`src/rtl/sqrt_seq_fsm_pkg.sv`:
```
// Shared state encoding for the square-root sequencer and its controller decoder.
package sqrt_pkg;

  localparam int SQRT_SW = 4;

  localparam logic [SQRT_SW-1:0] IDLE = 4'b0000;
  localparam logic [SQRT_SW-1:0] S1   = 4'b0001;
  localparam logic [SQRT_SW-1:0] S2   = 4'b0010;
  localparam logic [SQRT_SW-1:0] S3   = 4'b0011;
  localparam logic [SQRT_SW-1:0] S4   = 4'b0100;
  localparam logic [SQRT_SW-1:0] S5   = 4'b0101;
  localparam logic [SQRT_SW-1:0] S6   = 4'b0110;
  localparam logic [SQRT_SW-1:0] S7   = 4'b0111;
  localparam logic [SQRT_SW-1:0] DONE = 4'b1000;

  typedef enum logic [SQRT_SW-1:0] {
    ST_IDLE = IDLE,
    ST_S1   = S1,
    ST_S2   = S2,
    ST_S3   = S3,
    ST_S4   = S4,
    ST_S5   = S5,
    ST_S6   = S6,
    ST_S7   = S7,
    ST_DONE = DONE
  } sqrt_state_t;

endpackage

```
`src/rtl/sqrt_seq_fsm_iter_counter.sv`:
```
// Loop-pass counter: synchronous clear, enabled increment saturating at ITER_MAX,
// and a flag that is high when the next increment reaches ITER_MAX.
module sqrt_iter_counter #(
  parameter int ITER_MAX = 16,
  parameter int CW       = 5
) (
  input  logic          clk,
  input  logic          rst_n,
  input  logic          i_clr,
  input  logic          i_inc,
  output logic [CW-1:0] o_cnt,
  output logic          o_at_limit
);

  localparam logic [CW-1:0] LIMIT    = CW'(ITER_MAX);
  localparam logic [CW-1:0] LIMIT_M1 = CW'(ITER_MAX - 1);

  logic [CW-1:0] r_cnt;

  // Count register with clear priority over increment
  always_ff @(posedge clk or negedge rst_n) begin
    if (!rst_n) begin
      r_cnt <= {CW{1'b0}};
    end else if (i_clr) begin
      r_cnt <= {CW{1'b0}};
    end else if (i_inc && (r_cnt != LIMIT)) begin
      r_cnt <= r_cnt + CW'(1);
    end else begin
      r_cnt <= r_cnt;
    end
  end

  assign o_cnt      = r_cnt;
  assign o_at_limit = (r_cnt >= LIMIT_M1);

endmodule

```
`src/rtl/sqrt_seq_fsm.sv`:
```
// State sequencer for the square-root unit with start/done handshake.
// Optional single-step gating when SQRT_SEQ_STEP_EN is defined (adds port `step`).
module sqrt_seq_fsm
  import sqrt_pkg::*;
#(
  parameter int ITER_MAX = 16,
  parameter int CW       = 5
) (
  input  logic               clk,
  input  logic               rst_n,
  input  logic               start,
  input  logic               cond,
`ifdef SQRT_SEQ_STEP_EN
  input  logic               step,
`endif
  output logic [SQRT_SW-1:0] state_o,
  output logic               busy,
  output logic               done,
  output logic               overrun,
  output logic [CW-1:0]      iter_cnt
);

  sqrt_state_t r_state;
  sqrt_state_t w_next;
  logic        r_busy;
  logic        r_done;
  logic        r_overrun;
  logic        w_adv;
  logic        w_clr;
  logic        w_inc;
  logic        w_set_ovr;
  logic        w_at_limit;

`ifdef SQRT_SEQ_STEP_EN
  assign w_adv = step;
`else
  assign w_adv = 1'b1;
`endif

  // Next-state and counter/overrun control
  always_comb begin
    w_next    = r_state;
    w_clr     = 1'b0;
    w_inc     = 1'b0;
    w_set_ovr = 1'b0;
    case (r_state)
      ST_IDLE: begin
        if (start) begin
          w_next = ST_S1;
          w_clr  = 1'b1;
        end else begin
          w_next = ST_IDLE;
        end
      end
      ST_S1:   if (w_adv) w_next = ST_S2;   else w_next = r_state;
      ST_S2:   if (w_adv) w_next = ST_S3;   else w_next = r_state;
      ST_S3:   if (w_adv) w_next = ST_S4;   else w_next = r_state;
      ST_S4:   if (w_adv) w_next = ST_S5;   else w_next = r_state;
      ST_S5:   if (w_adv) w_next = ST_S6;   else w_next = r_state;
      ST_S6:   if (w_adv) w_next = ST_S7;   else w_next = r_state;
      ST_S7: begin
        if (w_adv) begin
          w_inc = 1'b1;
          if (cond) begin
            w_next = ST_DONE;
          end else if (w_at_limit) begin
            w_next    = ST_DONE;
            w_set_ovr = 1'b1;
          end else begin
            w_next = ST_S4;
          end
        end else begin
          w_next = r_state;
        end
      end
      ST_DONE: if (w_adv) w_next = ST_IDLE; else w_next = r_state;
      // Illegal codes recover unconditionally, even with stepping held off
      default: w_next = ST_IDLE;
    endcase
  end

  // State and registered handshake outputs
  always_ff @(posedge clk or negedge rst_n) begin
    if (!rst_n) begin
      r_state   <= ST_IDLE;
      r_busy    <= 1'b0;
      r_done    <= 1'b0;
      r_overrun <= 1'b0;
    end else begin
      r_state <= w_next;
      r_busy  <= (w_next != ST_IDLE);
      r_done  <= (w_next == ST_DONE);
      if (w_clr) begin
        r_overrun <= 1'b0;
      end else if (w_set_ovr) begin
        r_overrun <= 1'b1;
      end else begin
        r_overrun <= r_overrun;
      end
    end
  end

  sqrt_iter_counter #(
    .ITER_MAX (ITER_MAX),
    .CW       (CW)
  ) u_iter_counter (
    .clk        (clk),
    .rst_n      (rst_n),
    .i_clr      (w_clr),
    .i_inc      (w_inc),
    .o_cnt      (iter_cnt),
    .o_at_limit (w_at_limit)
  );

  assign state_o = r_state;
  assign busy    = r_busy;
  assign done    = r_done;
  assign overrun = r_overrun;

endmodule
```
`config.mk`:
```
export PLATFORM = sky130hd
export DESIGN_NAME = sqrt_seq_fsm
export DESIGN_NICKNAME = d
export VERILOG_FILES = /design/src/rtl/sqrt_seq_fsm_pkg.sv /design/src/rtl/sqrt_seq_fsm_iter_counter.sv /design/src/rtl/sqrt_seq_fsm.sv
export SDC_FILE = /design/constraint.sdc
export NUM_CORES = 1
export LEC_CHECK = 0
export ABC_AREA = 1
export BUFFER_PORTS_ARGS = -buffer_cell sky130_fd_sc_hd__buf_2
export CAP_MARGIN = 0
export CORE_MARGIN = 3
export CORE_UTILIZATION = 48
export DETAILED_ROUTE_END_ITERATION = 16
export GPL_ROUTABILITY_DRIVEN = 0
export HOLD_SLACK_MARGIN = 0.02
export PLACE_DENSITY_LB_ADDON = 0.15
export SLEW_MARGIN = 20
export SYNTH_ARGS = -nofsm -noshare
export SYNTH_HDL_FRONTEND = slang
export SYNTH_SLANG_ARGS = --single-unit
```
`constraint.sdc`:
```
create_clock -name clk -period 2.4 [get_ports clk]
set_input_delay 0.48 -clock clk [delete_from_list [all_inputs] [get_ports clk]]
set_output_delay 0.48 -clock clk [all_outputs]
set_load 0.02 [all_outputs]
```
# [Word level (Yosys, flattened, before mapping)]
# Index checks and enable logic that the tools add are counted.
[classes] reduce_logical=5 n_lt_le_gt_ge=1 shifts=0 multipliers=0 bitwise_logic=0 muxes=14 n_addsub=1 div_mod_pow=0 n_eq_ne=9
[op_table] cell="one-hot mux 4 bit (8 select lines)" count=1
[op_table] cell="== test 4 x 3 -> 1 bit, second input constant" count=4
[op_table] cell="2-to-1 mux 5 bit" count=2
[op_table] cell="2-to-1 mux 1 bit" count=9
[op_table] cell="== test 4 x 2 -> 1 bit, second input constant" count=2
[op_table] cell="2-to-1 mux 4 bit" count=2
[op_table] cell="adder 5 x 1 -> 5 bit, second input constant" count=1
[op_table] cell="greater-or-equal comparator 5 x 4 -> 1 bit, second input constant" count=1
[op_table] cell="inequality test 5 bit, second input constant" count=1
[op_table] cell="== test 4 x 1 -> 1 bit, second input constant" count=1
[op_table] cell="== test 4 bit, second input constant" count=1
[op_table] cell="logical NOT 4 bit" count=1
[op_table] cell="nonzero test 2 bit" count=2
[op_table] cell="nonzero test 4 bit" count=1
[op_table] cell="logical AND 1 bit" count=1
[word_totals] wordCells=35 register_bits=12 latchBits=0 memories=0 inputBits=4 mem_bits_ro=0 out_inout_bits=12 mem_bits_rw=0

# [Depth between registers and ports, before layout]
[depth] depth_word=6 mapped_depth=8 depth_no_buf=8

# [By module]
# From an unflattened synthesis, not the netlist that was laid out.
[unflattened] hier_cells=86 hier_area_um2=670.6
[by_module_without_submodules] module="sqrt_iter_counter" cells_per_inst=49 seq_area_each_um2=125.1 n_inst=1 area_each_um2=342.8
[by_module_without_submodules] module="sqrt_seq_fsm" cells_per_inst=37 seq_area_each_um2=175.2 n_inst=1 area_each_um2=327.8

# [Least setup slack after synthesis]
# OpenSTA, ideal clock, no wires.
[synth_path] path_type="register to register" start="register u_iter_counter.r_cnt[0], in the netlist u_iter_counter.o_cnt[0]" end="register r_done, in the netlist done" t_arrival_ns=1.397 n_path_buf=0 stages_incl_launch_ff=8 period_less_slack_ns=1.511 slack_ns=0.889 required_time_ns=2.286 setup_time_ns=0.114 cell_sequence="dfrtp_1 -> ha_1 -> and3_1 -> ha_1 -> nor2_1 -> nand3_1 -> nand2_1 -> inv_1"
[synth_between] elab_chain_cells=5
[synth_lines] item="start: declaration" line_no="sqrt_seq_fsm_iter_counter.sv:18" rtl="logic [CW-1:0] r_cnt;"
[synth_lines] item="start signal: assignment" line_no="sqrt_seq_fsm_iter_counter.sv:23" rtl="r_cnt <= {CW{1'b0}};"
[synth_lines] item="start signal: assignment" line_no="sqrt_seq_fsm_iter_counter.sv:25" rtl="r_cnt <= {CW{1'b0}};"
[synth_lines] item="start signal: assignment" line_no="sqrt_seq_fsm_iter_counter.sv:27" rtl="r_cnt <= r_cnt + CW'(1);"
[synth_lines] item="greater-or-equal comparator 5 x 4 -> 1 bit" line_no="sqrt_seq_fsm_iter_counter.sv:34" rtl="assign o_at_limit = (r_cnt >= LIMIT_M1);"
[synth_lines] item="2-to-1 mux 4 bit" line_no="sqrt_seq_fsm.sv:66" rtl="end else if (w_at_limit) begin"
[synth_lines] item="2-to-1 mux 4 bit" line_no="sqrt_seq_fsm.sv:64" rtl="if (cond) begin"
[synth_lines] item="one-hot mux 4 bit (8 select lines)" line_no="sqrt_seq_fsm.sv:46" rtl="case (r_state)"
[synth_lines] item="== test 4 bit" line_no="sqrt_seq_fsm.sv:92" rtl="r_done <= (w_next == ST_DONE);"
[synth_lines] item="end signal: assignment" line_no="sqrt_seq_fsm.sv:92"
[synth_lines] item="end: declaration" line_no="sqrt_seq_fsm.sv:26" rtl="logic r_done;"
# No other way between the ends.
# A chain may end at the register's enable or synchronous reset.

# [Worst setup path in the final report]
# Same ends and word-level chain as after synthesis.

==> flow_metrics.py <==
metrics = {
    "synthesis": {
        "synth_area_leaders": "dfrtp_1 (47%), nand2_1 (12%), nand3_1 (9.4%)",
        "synth-simple-area-share_pct": 31.4,
        "synthCells": 82,
        "synthXorXnorAreaFrac_pct": 1.38,
        "synth_compound_area_share_pct": 4.13,
        "yosys.area.top_type": "dfrtp_1",
        "synthAdderAreaFrac_pct": 5.89,
        "syn_avg_cell_area_um2": 7.77,
        "yosysWarnings": 0,
        "synth_top_family_by_area": "simple AND/OR/NAND/NOR gates",
        "syn-cell-area_um2": 637,
        "synth_nets": 89,
        "yosys.area.top_type_share_pct": 47.2,
        "ys_seq_elements": 12,
        "muxShareOfSynthArea_pct": 0,
        "synth_cell_types": 17,
        "ys_seq_area_share_pct": 47.2,
    },
    "worst_setup_path": {
        "cp-start-kind": "flip-flop",
        "slowest_delay_ns": 0.44,
        "crit_top_cell": "ha_1",
        "r2r_slack_ns": 0.88,
        "reg2reg_to": "done",
        "rr_startpoint": "u_iter_counter.o_cnt[0]",
        "cp_top_family": "simple AND/OR/NAND/NOR gates",
        "ff2ff_path_depth": 7,
        "crit_type": "flip-flop to flip-flop",
        "crit_arrival_ns": 1.68,
        "worstPathCellList": "ha_1 > and3_1 > ha_1 > nor2_1 > nand3_1 > nand2_1 > inv_1",
        "cpMaxStageDelayCell": "dfrtp_1",
        "required_ns": 2.56,
        "crit_fanout": 7,
        "endpoint_kind": "flip-flop",
        "critical_path_buf_inv_count": 1,
    },
    "drt": {
        "drt-total-wl_um": 1210,
        "drt_pass1_iterations": 4,
        "vias_per_cell": 4.89,
        "drc_errors": 0,
        "avgRoutedWirePerCell_um": 10.6,
        "vias": 558,
        "final_antenna_net_count": 0,
        "dr.first_iter.drc_count": 7,
    },
    "timing": {
        "slew_viol_final": 0,
        "tightest_slew_ns": 0.349,
        "finalWorstSetupSlack_ns": 0.881,
        "finalSetupTns_ns": 0,
        "slew_headroom_pct": 76.7,
        "period_needed_ns": 1.52,
        "finalCritPeriodShare_pct": 63.3,
        "final_hold_viol_count": 0,
        "finClkSkew_ns": 0.00158,
        "grt_setup_unrepaired": "no",
        "clock.fmax_mhz": 658,
        "final-setup-viol-count": 0,
    },
    "power": {
        "powerDensity_mw_per_mm2": 1150,
        "peakVddDrop_mv": 0.665,
        "p_leak_nw": 0.470,
    },
    "global_routing": {
        "grt_pass1_vias": 498,
        "grt-ovfl-total": 0,
        "grt_first_pass_wirelength_um": 2060,
        "grtUsageTotal_pct": 15.3,
        "grt_max_degree": 13,
        "antenna_found_initial": 0,
    },
    "cts": {
        "ctsResizeCount": 0,
        "clkSlewWorstSetupHoldPaths_ns": 0.07,
        "cts_sinks": 12,
        "cts_hold_buffers": 0,
        "root_buffer": "clkbuf_4",
        "insertion_delay_ns": 0.27,
        "post_cts_buffers": 0,
        "cts_tree": "built",
        "clock_path_buffers": 2,
        "cts_made_buffers": 3,
        "htreeDepth": 1,
    },
    "cells_and_area": {
        "nets": 109,
        "drive_gt1_share_pct": 24.0,
        "syn_to_final_growth_pct": 18.1,
        "final_cell_mix": "nand2_1 (20), buf_2 (15), inv_1 (14), nand3_1 (12), dfrtp_1 (12)",
        "antenna-diode-count": 0,
        "multi_input_area_um2": 273,
        "mostFrequentLayoutCell": "nand2_1",
        "fillerInstances": 111,
        "seq_area_um2": 300,
    },
    "die": {
        "pin_count": 16,
        "initial_core_util_pct": 54.4,
        "die_w_um": 42.4,
        "die_height_um": 42.4,
        "die_area_mm2": 0.00180,
        "num_rows": 12,
        "fp.coreArea_mm2": 0.00117,
    },
    "placement": {
        "numPortBuffers": 15,
        "post-place-ws_ns": 0.905,
        "place_hpwl_um": 922,
    },
    "job": {
        "cap_viol_max_count": 0,
    },
    "status": {
        "outcome": "complete, no violations",
    },
    "hold_path": {
        "min_path_type": "primary input to async pin",
    },
}
## state kept, by name (all words and copies together), names as in the netlist
signal,cells
state_o,4
overrun,1
busy,1
done,1
u_iter_counter.o_cnt,5
## stage by stage
step / area [um^2] / total power, W / util, % / hold WS [ns] / cells
floorplan: 637 / 0.000631 / - / 0.184 / 82
global placement: 729 / 0.000747 / 62.3 / 0.368 / 111
detailed placement: 729 / 0.000755 / 62.3 / 0.371 / 111
CTS: 752 / 0.000877 / 64.2 / 0.0774 / 114
global route: 752 / 0.000944 / 64.2 / 0.0806 / 114
finish: 752 / 0.000868 / 64.2 / 0.0768 / 114
## cells in the mapped netlist, drive strengths merged
master,number
o21ai,1
xor2,1
and3,1
nand3,12
a21oi,2
nand3b,1
nand2,21
nand4,2
dfrtp,12
a21boi,1
nor2,8
ha,3
inv,17
## cells by family (layout without fill, tap and decap cells)
logic type,count (synthesis),count (layout)
fa+ha+maj,3,3
xor+xnor,1,1
flops,12,12
compound gates,4,4
buf+inv,17,35
simple gates,45,45
## routing by layer
layer,share of wire [%],up-vias,routed length [um],track usage [%]
met5,0,-,0,0
met4,1.8,0,22,7.45
met3,4.8,5,58,4.29
met2,46,12,562,23.7
met1,47,249,568,19.3
li1,-,292,-,-
## layout make-up
cell class,instances,area share (%)
multi-input cells,53,36.3
inverters,17,8.49
well taps,14,2.33
clock buffers,3,3.00
flip-flops and latches,12,39.9
repair buffers,15,9.98
## worst reg2reg max path, stage by stage (launching register included)
cell,delay (ns)
dfrtp_1,0.44
ha_1,0.26
and3_1,0.19
ha_1,0.17
nor2_1,0.11
nand3_1,0.11
nand2_1,0.09
inv_1,0.05
## power by group
part	internal, W	switching, W
Combinational	0.000138	0.000274
Clock	0.0000580	0.0000610
Sequential	0.000268	0.0000682
Total	0.000464	0.000404
## worst max path at each step
| stage | from | to | depth (start not counted) |
|---|---|---|---|
| finish | u_iter_counter.o_cnt[0] | done | 7 |
| global route | u_iter_counter.o_cnt[0] | done | 7 |
| CTS | u_iter_counter.o_cnt[0] | done | 7 |
| detailed placement | u_iter_counter.o_cnt[0] | done | 7 |
| global placement | u_iter_counter.o_cnt[0] | done | 7 |
| floorplan | u_iter_counter.o_cnt[0] | done | 7 |
(Power assumes the default switching activity.)
